===== src/rtl/uart_pkg.sv =====
// Shared UART definitions: receiver/transmitter state encoding, payload width
// and the default bit period (100 MHz clock, 115200 baud).
package uart_pkg;

    localparam int DATA_BITS            = 8;
    localparam int CLKS_PER_BIT_DEFAULT = 868;

    typedef enum logic [2:0] {
        IDLE      = 3'd0,
        START     = 3'd1,
        DATA      = 3'd2,
        STOP      = 3'd3,
        WAIT_HIGH = 3'd4
    } uart_state_e;

endpackage


===== src/rtl/sync_2ff.sv =====
// Two-flop synchronizer for a single asynchronous bit.
// Ports:
//   clk  - destination clock
//   rst  - synchronous active-high reset, loads RESET_VAL into both flops
//   d    - asynchronous input
//   q    - synchronized output
module sync_2ff #(
    parameter logic RESET_VAL = 1'b1
) (
    input  logic clk,
    input  logic rst,
    input  logic d,
    output logic q
);

    logic meta_r;
    logic sync_r;

    // Two back-to-back flops to let metastability settle
    always_ff @(posedge clk) begin
        if (rst) begin
            meta_r <= RESET_VAL;
            sync_r <= RESET_VAL;
        end else begin
            meta_r <= d;
            sync_r <= meta_r;
        end
    end

    assign q = sync_r;

endmodule


===== src/rtl/uart_rx.sv =====
// UART receiver, 8N1, mid-bit sampling, with a one-deep valid/ready output.
// Ports:
//   CLK        - clock, rising edge
//   RST        - synchronous active-high reset
//   uart_rx_in - asynchronous serial line, idle high
//   rx_data    - received byte, stable while rx_valid is high
//   rx_valid   - byte available, held until accepted
//   rx_ready   - consumer accepts when rx_valid && rx_ready on a rising edge
//   frame_err  - one-cycle pulse when a stop bit is sampled low
//   overrun    - one-cycle pulse when a completed byte is dropped
module uart_rx
    import uart_pkg::*;
#(
    parameter int CLKS_PER_BIT = uart_pkg::CLKS_PER_BIT_DEFAULT,
    parameter int DATA_BITS    = uart_pkg::DATA_BITS
) (
    input  logic                 CLK,
    input  logic                 RST,
    input  logic                 uart_rx_in,
    output logic [DATA_BITS-1:0] rx_data,
    output logic                 rx_valid,
    input  logic                 rx_ready,
    output logic                 frame_err,
    output logic                 overrun
);

    localparam int CNT_W = $clog2(CLKS_PER_BIT);
    localparam logic [CNT_W-1:0] HALF_LAST = CNT_W'(CLKS_PER_BIT / 2 - 1);
    localparam logic [CNT_W-1:0] BIT_LAST  = CNT_W'(CLKS_PER_BIT - 1);
    localparam logic [2:0]       LAST_BIT  = 3'(DATA_BITS - 1);

    logic                 rx_s;
    uart_state_e          state_r;
    uart_state_e          state_next_s;
    logic [CNT_W-1:0]     cyc_cnt_r;
    logic [CNT_W-1:0]     cyc_next_s;
    logic [2:0]           bit_cnt_r;
    logic [2:0]           bit_next_s;
    logic [DATA_BITS-1:0] shift_r;
    logic [DATA_BITS-1:0] shift_next_s;
    logic                 done_s;
    logic                 ferr_s;

    sync_2ff #(
        .RESET_VAL (1'b1)
    ) u_sync (
        .clk (CLK),
        .rst (RST),
        .d   (uart_rx_in),
        .q   (rx_s)
    );

    // Receiver state, counters and shift register
    always_ff @(posedge CLK) begin
        if (RST) begin
            state_r   <= IDLE;
            cyc_cnt_r <= {CNT_W{1'b0}};
            bit_cnt_r <= 3'd0;
            shift_r   <= {DATA_BITS{1'b0}};
        end else begin
            state_r   <= state_next_s;
            cyc_cnt_r <= cyc_next_s;
            bit_cnt_r <= bit_next_s;
            shift_r   <= shift_next_s;
        end
    end

    // Next-state logic: timing from the falling start edge, mid-bit sampling
    always_comb begin
        state_next_s = state_r;
        cyc_next_s   = cyc_cnt_r;
        bit_next_s   = bit_cnt_r;
        shift_next_s = shift_r;
        done_s       = 1'b0;
        ferr_s       = 1'b0;
        case (state_r)
            IDLE: begin
                if (rx_s == 1'b0) begin
                    state_next_s = START;
                    cyc_next_s   = {CNT_W{1'b0}};
                end else begin
                    state_next_s = IDLE;
                end
            end
            START: begin
                if (cyc_cnt_r == HALF_LAST) begin
                    // A line already high again at mid start bit is a glitch
                    if (rx_s == 1'b1) begin
                        state_next_s = IDLE;
                    end else begin
                        state_next_s = DATA;
                        cyc_next_s   = {CNT_W{1'b0}};
                        bit_next_s   = 3'd0;
                    end
                end else begin
                    cyc_next_s = cyc_cnt_r + CNT_W'(1);
                end
            end
            DATA: begin
                if (cyc_cnt_r == BIT_LAST) begin
                    cyc_next_s   = {CNT_W{1'b0}};
                    shift_next_s = {rx_s, shift_r[DATA_BITS-1:1]};
                    if (bit_cnt_r == LAST_BIT) begin
                        state_next_s = STOP;
                    end else begin
                        bit_next_s = bit_cnt_r + 3'd1;
                    end
                end else begin
                    cyc_next_s = cyc_cnt_r + CNT_W'(1);
                end
            end
            STOP: begin
                if (cyc_cnt_r == BIT_LAST) begin
                    cyc_next_s = {CNT_W{1'b0}};
                    if (rx_s == 1'b1) begin
                        done_s       = 1'b1;
                        state_next_s = IDLE;
                    end else begin
                        ferr_s       = 1'b1;
                        state_next_s = WAIT_HIGH;
                    end
                end else begin
                    cyc_next_s = cyc_cnt_r + CNT_W'(1);
                end
            end
            WAIT_HIGH: begin
                // Hold off during a break so it cannot retrigger start bits
                if (rx_s == 1'b1) begin
                    state_next_s = IDLE;
                end else begin
                    state_next_s = WAIT_HIGH;
                end
            end
            default: begin
                state_next_s = IDLE;
                cyc_next_s   = {CNT_W{1'b0}};
                bit_next_s   = 3'd0;
            end
        endcase
    end

    // Output holding register with valid/ready handshake and error pulses
    always_ff @(posedge CLK) begin
        if (RST) begin
            rx_data   <= {DATA_BITS{1'b0}};
            rx_valid  <= 1'b0;
            frame_err <= 1'b0;
            overrun   <= 1'b0;
        end else begin
            frame_err <= ferr_s;
            overrun   <= 1'b0;
            if (done_s) begin
                // Slot is free, or is being emptied on this very edge
                if (!rx_valid || rx_ready) begin
                    rx_data  <= shift_r;
                    rx_valid <= 1'b1;
                end else begin
                    overrun <= 1'b1;
                end
            end else if (rx_valid && rx_ready) begin
                rx_valid <= 1'b0;
            end else begin
                rx_valid <= rx_valid;
            end
        end
    end

endmodule


===== config.mk =====
export PLATFORM = sky130hd
export DESIGN_NAME = uart_rx
export DESIGN_NICKNAME = d
export VERILOG_FILES = /design/src/rtl/uart_pkg.sv /design/src/rtl/sync_2ff.sv /design/src/rtl/uart_rx.sv
export SDC_FILE = /design/constraint.sdc
export NUM_CORES = 1
export LEC_CHECK = 0
export ABC_AREA = 1
export BUFFER_PORTS_ARGS = -buffer_cell sky130_fd_sc_hd__buf_4
export CAP_MARGIN = 20
export CORE_MARGIN = 10
export CORE_UTILIZATION = 50
export DETAILED_ROUTE_END_ITERATION = 10
export PLACE_DENSITY = 0.68
export SLEW_MARGIN = 30
export SYNTH_ARGS = -nofsm -noshare
export SYNTH_HDL_FRONTEND = slang
export SYNTH_HIERARCHICAL = 1
export SYNTH_SLANG_ARGS = --single-unit

===== constraint.sdc =====
create_clock -name CLK -period 2.5 [get_ports CLK]
set_input_delay 0.25 -clock CLK [delete_from_list [all_inputs] [get_ports CLK]]
set_output_delay 0.25 -clock CLK [all_outputs]
set_load 0.005 [all_outputs]

==> results.yml, run 1 <==
timing:
  finalMaxSlewViolations: 0
  hold_slack_ns: 0.126
  tightest_slew_ns: 0.805
  fin_tns_setup_ns: 0
  hold_viol: 0
  setup_viol: 0
  max_freq_mhz: 547
  fin_skew_ns: 0.00430
  fin_ws_ns: 0.672
  relSlewSlack: 0.463
  min_period_over_period: 0.731
  post-route-min-period_ns: 1.83
  rsz0062_at_grt: "no"
status:
  status: "completed"
clock_tree:
  clk_pin_slew_ns: 0.08
  htreeDepth: 2
  cts_resized: 0
  clock_latency_ns: 0.29
  cts_root_buf: "clkbuf_8"
  cts_buffer_depth: 2
  cts_tree: "built"
  ctsHoldBuffers: 0
  postCtsSetupBuffers: 0
  cts.sinks: 37
  cts_buffers: 5
worst_setup_path:
  cp-end-kind: "flop"
  crit_required_ns: 2.69
  cp.arrival_ns: 2.01
  worst-path-max-fanout: 12
  crit_path_start_kind: "flop"
  critPathKind: "flop to flop"
die:
  die_w_um: 84.0
  coreArea_um2: 3970
  die_area_um2: 7060
  start_util: 0.516
  die_h_um: 84.0
  placementRows: 23
  ios: 15
yosys:
  ys_warn_count: 6
  syn-cell-area_um2: 2050
  synth_top_cell_area_share: 0.361
  yosys_register_bits: 37
  synth_edf_count: 0
  synthArstFlopShare: 0
  synth_area_leaders: "dfxtp_1 36%, nand2_1 13%, inv_1 7.9%"
  ys_types: 30
  yosys.area.top_type: "dfxtp_1"
  synth_cells: 309
  avgSynthCellArea_um2: 6.63
  syn-num-nets: 317
  ys.flop_type: "dfxtp_1"
  seq_area_frac_synth: 0.361
grt:
  grt_overflow: 0
  groute.usage.overall: 0.130
  grt_max_degree: 31
  grt_pass1_vias: 1692
  grt_pass1_wl_mm: 7.84
  grt_antenna_before_repair: 0
power:
  powerDensity_nw_per_um2: 721
  p_total_mw: 1.65
  p_leak_nw: 1.02
  peakVddDrop_mv: 0.495
detailed_routing:
  drtPass1Iterations: 4
  post_drt_wl_per_cell_um: 12.5
  drc: 0
  routed_wl_mm: 4.65
  vias: 1923
  ant_nets: 0
  drtIter0Drc: 209
  drt-vias-per-instance: 5.16
place:
  io_buffers: 14
  placedCellCount: 365
  place_hpwl_mm: 3.41
  place_area_um2: 2170
  gp_congestion: 0.908
  dp_slack_ns: 0.678
cells_and_area:
  fin_nets: 330
  area_delta_synth_final_pct: 11.7
  regArea_um2: 741
  nFillCells: 412
  final_util: 0.577
  antenna_cells: 0
  fin_area_um2: 2290
  multiInputGateArea_um2: 1070
  stdcell_count: 373
  layout-drive-gt1-share: 0.136
job:
  maxCapViolations: 0
hold_path:
  hold_path.class: "primary input to flop"
==> flip-flops by register name (all words and copies together), names as in the netlist <==
register / cells
overrun: 1
bit_cnt_r: 3
rx_valid: 1
frame_err: 1
rx_data: 8
u_sync/q: 1
u_sync/meta_r: 1
shift_r: 8
state_r: 3
cyc_cnt_r: 10
==> kinds of logic after synthesis <==
logic type               count (synthesis)  synth area share
buffers and inverters                   59             0.118
AND/OR/NAND/NOR                        161             0.361
AO/OA/AOI/OAI                           47             0.130
flip-flops                              37             0.361
adder cells (fa/ha/maj)                  4            0.0244
XOR/XNOR                                 1           0.00427
==> critical path, stage by stage (launching register included) <==
cell and delay, ns:
dfxtp_1 0.46, ha_1 0.28, nand3_2 0.10, nor2_1 0.13
nand2_2 0.11, nand2_1 0.11, nand2_2 0.18, o21ai_0 0.13
nand3_1 0.07, and2_1 0.15
==> cells in the final DEF, fill, tap and decap left out, drive strengths merged <==
cell / instances
nand2: 73
inv: 49
nor2: 47
dfxtp: 37
nand3: 28
o21ai: 23
buf: 15
a21oi: 12
nand4: 10
a31oi: 8
clkbuf: 6
ha: 4
o211ai: 2
nor3: 2
o21a: 1
a211oi: 1
clkinv: 1
and2: 1
xor2: 1
clkinvlp: 1
bufinv: 1
==> per-layer routing <==
metal,global-route usage,vias up,part of all wire
met5,0,-,0
met4,0.0502,0,0.015
met3,0.0391,8,0.066
met2,0.187,52,0.42
met1,0.174,852,0.50
li1,-,1011,-
==> synth_stat cells (2+ instances only) <==
cell type,n
a21oi_1,10
a21oi_2,2
a31oi_1,8
buf_2,5
buf_6,2
clkbuf_1,2
dfxtp_1,37
ha_1,4
inv_1,43
inv_2,6
nand2_1,69
nand2_2,4
nand3_1,26
nand4_1,10
nor2_1,42
nor2_4,4
o211ai_1,2
o21ai_0,19
o21ai_1,3
==> layout make-up <==
class | instances | share of cell area
Clock inverter | 2 | 0.0164
Clock buffer | 6 | 0.0361
Multi-Input combinational cell | 213 | 0.466
Tap cell | 50 | 0.0273
Sequential cell | 37 | 0.323
Inverter | 50 | 0.0820
Timing Repair Buffer | 15 | 0.0492
==> power breakdown <==
part           switching (mW)  internal (mW)
clock                   0.221          0.324
combinational           0.307          0.137
sequential             0.0453          0.616
total                   0.574           1.08
==> final timing paths <==
check,startpoint,end,slack (ns),cells past startpoint
max,cyc_cnt_r[0],cyc_cnt_r[3],0.67,9
min,uart_rx_in,u_sync/meta_r,0.13,3
max reg2reg,cyc_cnt_r[0],cyc_cnt_r[3],0.67,9
min reg2reg,u_sync/meta_r,u_sync/q,0.41,2
Note: power is estimated with default switching activity, not from simulation.
==> run 2: changes to the inputs <==
--- a/config.mk
+++ b/config.mk
@@ -11,7 +11,7 @@
 export CORE_MARGIN = 10
 export CORE_UTILIZATION = 50
 export DETAILED_ROUTE_END_ITERATION = 10
-export PLACE_DENSITY = 0.68
+export PLACE_DENSITY = 0.71
 export SLEW_MARGIN = 30
 export SYNTH_ARGS = -nofsm -noshare
 export SYNTH_HDL_FRONTEND = slang
==> constraint.sdc (replaced) <==
create_clock -name CLK -period 1.55 [get_ports CLK]
set_input_delay 0.155 -clock CLK [delete_from_list [all_inputs] [get_ports CLK]]
set_output_delay 0.155 -clock CLK [all_outputs]
set_load 0.005 [all_outputs]
==> run 2 against run 1 <==
Critical path type unchanged. Largest cell class unchanged. Highest routed layer unchanged. Combinational power grew 110%. Non-clock buffer count grew 24. Count of clock-buffer cells in the layout is the same.
==> results.yml, run 2 (synthesis results as in run 1) <==
status:
  status: "completed"
clock_tree:
  clk_pin_slew_ns: 0.08
  cts_root_buf: "clkbuf_8"
  clock_latency_ns: 0.30
  cts_buffers: 5
  cts_tree: "built"
  cts_buffer_depth: 2
  cts.sinks: 37
  ctsHoldBuffers: 0
  htreeDepth: 2
worst_setup_path:
  crit_required_ns: 1.75
  r2r_slack_ns: 0.06
  rr_endpoint: "cyc_cnt_r[3]"
  crit_path_start_kind: "flop"
  cp.arrival_ns: 1.68
  worst-path-max-fanout: 12
  cp-end-kind: "flop"
  reg2reg_from: "cyc_cnt_r[0]"
  critPathKind: "flop to flop"
  r2r_cells: 9
detailed_routing:
  drt-vias-per-instance: 5.05
  vias: 2006
  routed_wl_mm: 4.87
  ant_nets: 0
  drtIter0Drc: 134
  post_drt_wl_per_cell_um: 12.3
  drtPass1Iterations: 4
  drc: 0
timing:
  finalMaxSlewViolations: 0
  post-route-min-period_ns: 1.49
  tightest_slew_ns: 0.322
  hold_viol: 0
  rsz0062_at_grt: "yes"
  fin_skew_ns: 0.00382
  min_period_over_period: 0.958
  setup_viol: 0
  relSlewSlack: 0.784
  max_freq_mhz: 673
  fin_tns_setup_ns: 0
cells_and_area:
  area_delta_synth_final_pct: 23.1
  fin_area_um2: 2520
  final_util: 0.635
  antenna_cells: 0
  final_common_cell: "nand2_1"
  stdcell_count: 397
  top_regs: "cyc_cnt_r x10, rx_data x8, shift_r x8"
  layout-drive-gt1-share: 0.254
  largest_reg_flops: 10
  fin_nets: 354
  regMostFlops: "cyc_cnt_r"
  final_cell_mix: "66 x nand2_1, 41 x inv_1, 38 x nor2_1, 38 x buf_4, 30 x dfxtp_1"
hold_path:
  hp-start: "uart_rx_in"
  hold_path_depth: 3
  min_to: "u_sync/meta_r"
  hold_path.class: "primary input to flop"
grt:
  grt_max_degree: 24
  grt_overflow: 0
  groute.usage.overall: 0.141
  grt_pass1_wl_mm: 8.40
  grt_pass1_vias: 1823
  grt_antenna_before_repair: 0
die:
  die_w_um: 84.0
  placementRows: 23
  start_util: 0.516
  die_h_um: 84.0
  ios: 15
  coreArea_um2: 3970
  die_area_um2: 7060
power:
  powerDensity_nw_per_um2: 1090
  p_sw_frac: 0.370
  p_int_mw: 1.72
  p_leak_nw: 1.14
  p_total_mw: 2.74
  power_switching_mw: 1.01
  pwr-share-seq: 0.392
  pwr-share-comb: 0.341
  pwr-share-clk: 0.267
  peakVddDrop_mv: 0.813
place:
  place_hpwl_mm: 3.61
  placedCellCount: 387
  io_buffers: 14
  gp_congestion: 0.893
  place_area_um2: 2340
job:
  maxCapViolations: 0
-- run 2: repair_timing --
action,4_1_cts,5_1_grt
buffers inserted,0,2
pin swaps,1,1
endpoints found under the setup margin,7,32
gates resized for setup,2,25
-- run 2: how the worst max path moves through the flow --
stage	end	start
finish	cyc_cnt_r[3]	cyc_cnt_r[0]
global route	cyc_cnt_r[3]	cyc_cnt_r[1]
CTS	cyc_cnt_r[3]	cyc_cnt_r[1]
detailed placement	cyc_cnt_r[3]	cyc_cnt_r[1]
global placement	cyc_cnt_r[3]	cyc_cnt_r[1]
floorplan	state_r[1]	cyc_cnt_r[1]
-- run 2: final cells by class --
class / count / area (um2)
inverter: 50 / 190
fill: 349 / 1450
sequential: 37 / 754
clock inverter: 2 / 13.8
clock buffer: 6 / 82.6
timing repair buffer: 39 / 297
tap: 50 / 62.6
multi-input combinational: 213 / 1120
-- run 2: layer usage --
metal	up-vias	routed length, um	GRT usage	part of all wire
met5	-	0	0	0
met4	0	66	0.0563	0.014
met3	8	339	0.0391	0.070
met2	55	2100	0.214	0.43
met1	883	2370	0.181	0.49
li1	1060	-	-	-
-- run 2: through the flow --
step	hold slack (ns)	setup slack, ns
detailed placement	0.334	-0.0668
global route	0.0381	-0.0381
CTS	0.0258	0.00486
global placement	0.330	-0.0248
floorplan	0.224	0.0329
finish	0.0286	0.0649
-- run 2: power groups by stage --
| stage | combinational, mW | clock [mW] | sequential [mW] |
|---|---|---|---|
| after floorplan | 0.604 | 0 | 1.08 |
| after global placement | 0.863 | 0 | 1.07 |
| after detailed placement | 0.861 | 0 | 1.07 |
| after CTS | 0.882 | 0.748 | 1.05 |
| after global routing | 1.04 | 0.789 | 1.08 |
| final | 0.933 | 0.732 | 1.07 |
-- run 2: critical path, stage by stage, from the launching register on --
cell and delay, ns:
dfxtp_4 0.39, ha_4 0.14, nand3_2 0.09, nor2_2 0.10, nand2_2 0.09, nand2_2 0.10
nand2_4 0.12, o21ai_0 0.10, nand3_1 0.09, and2_1 0.16
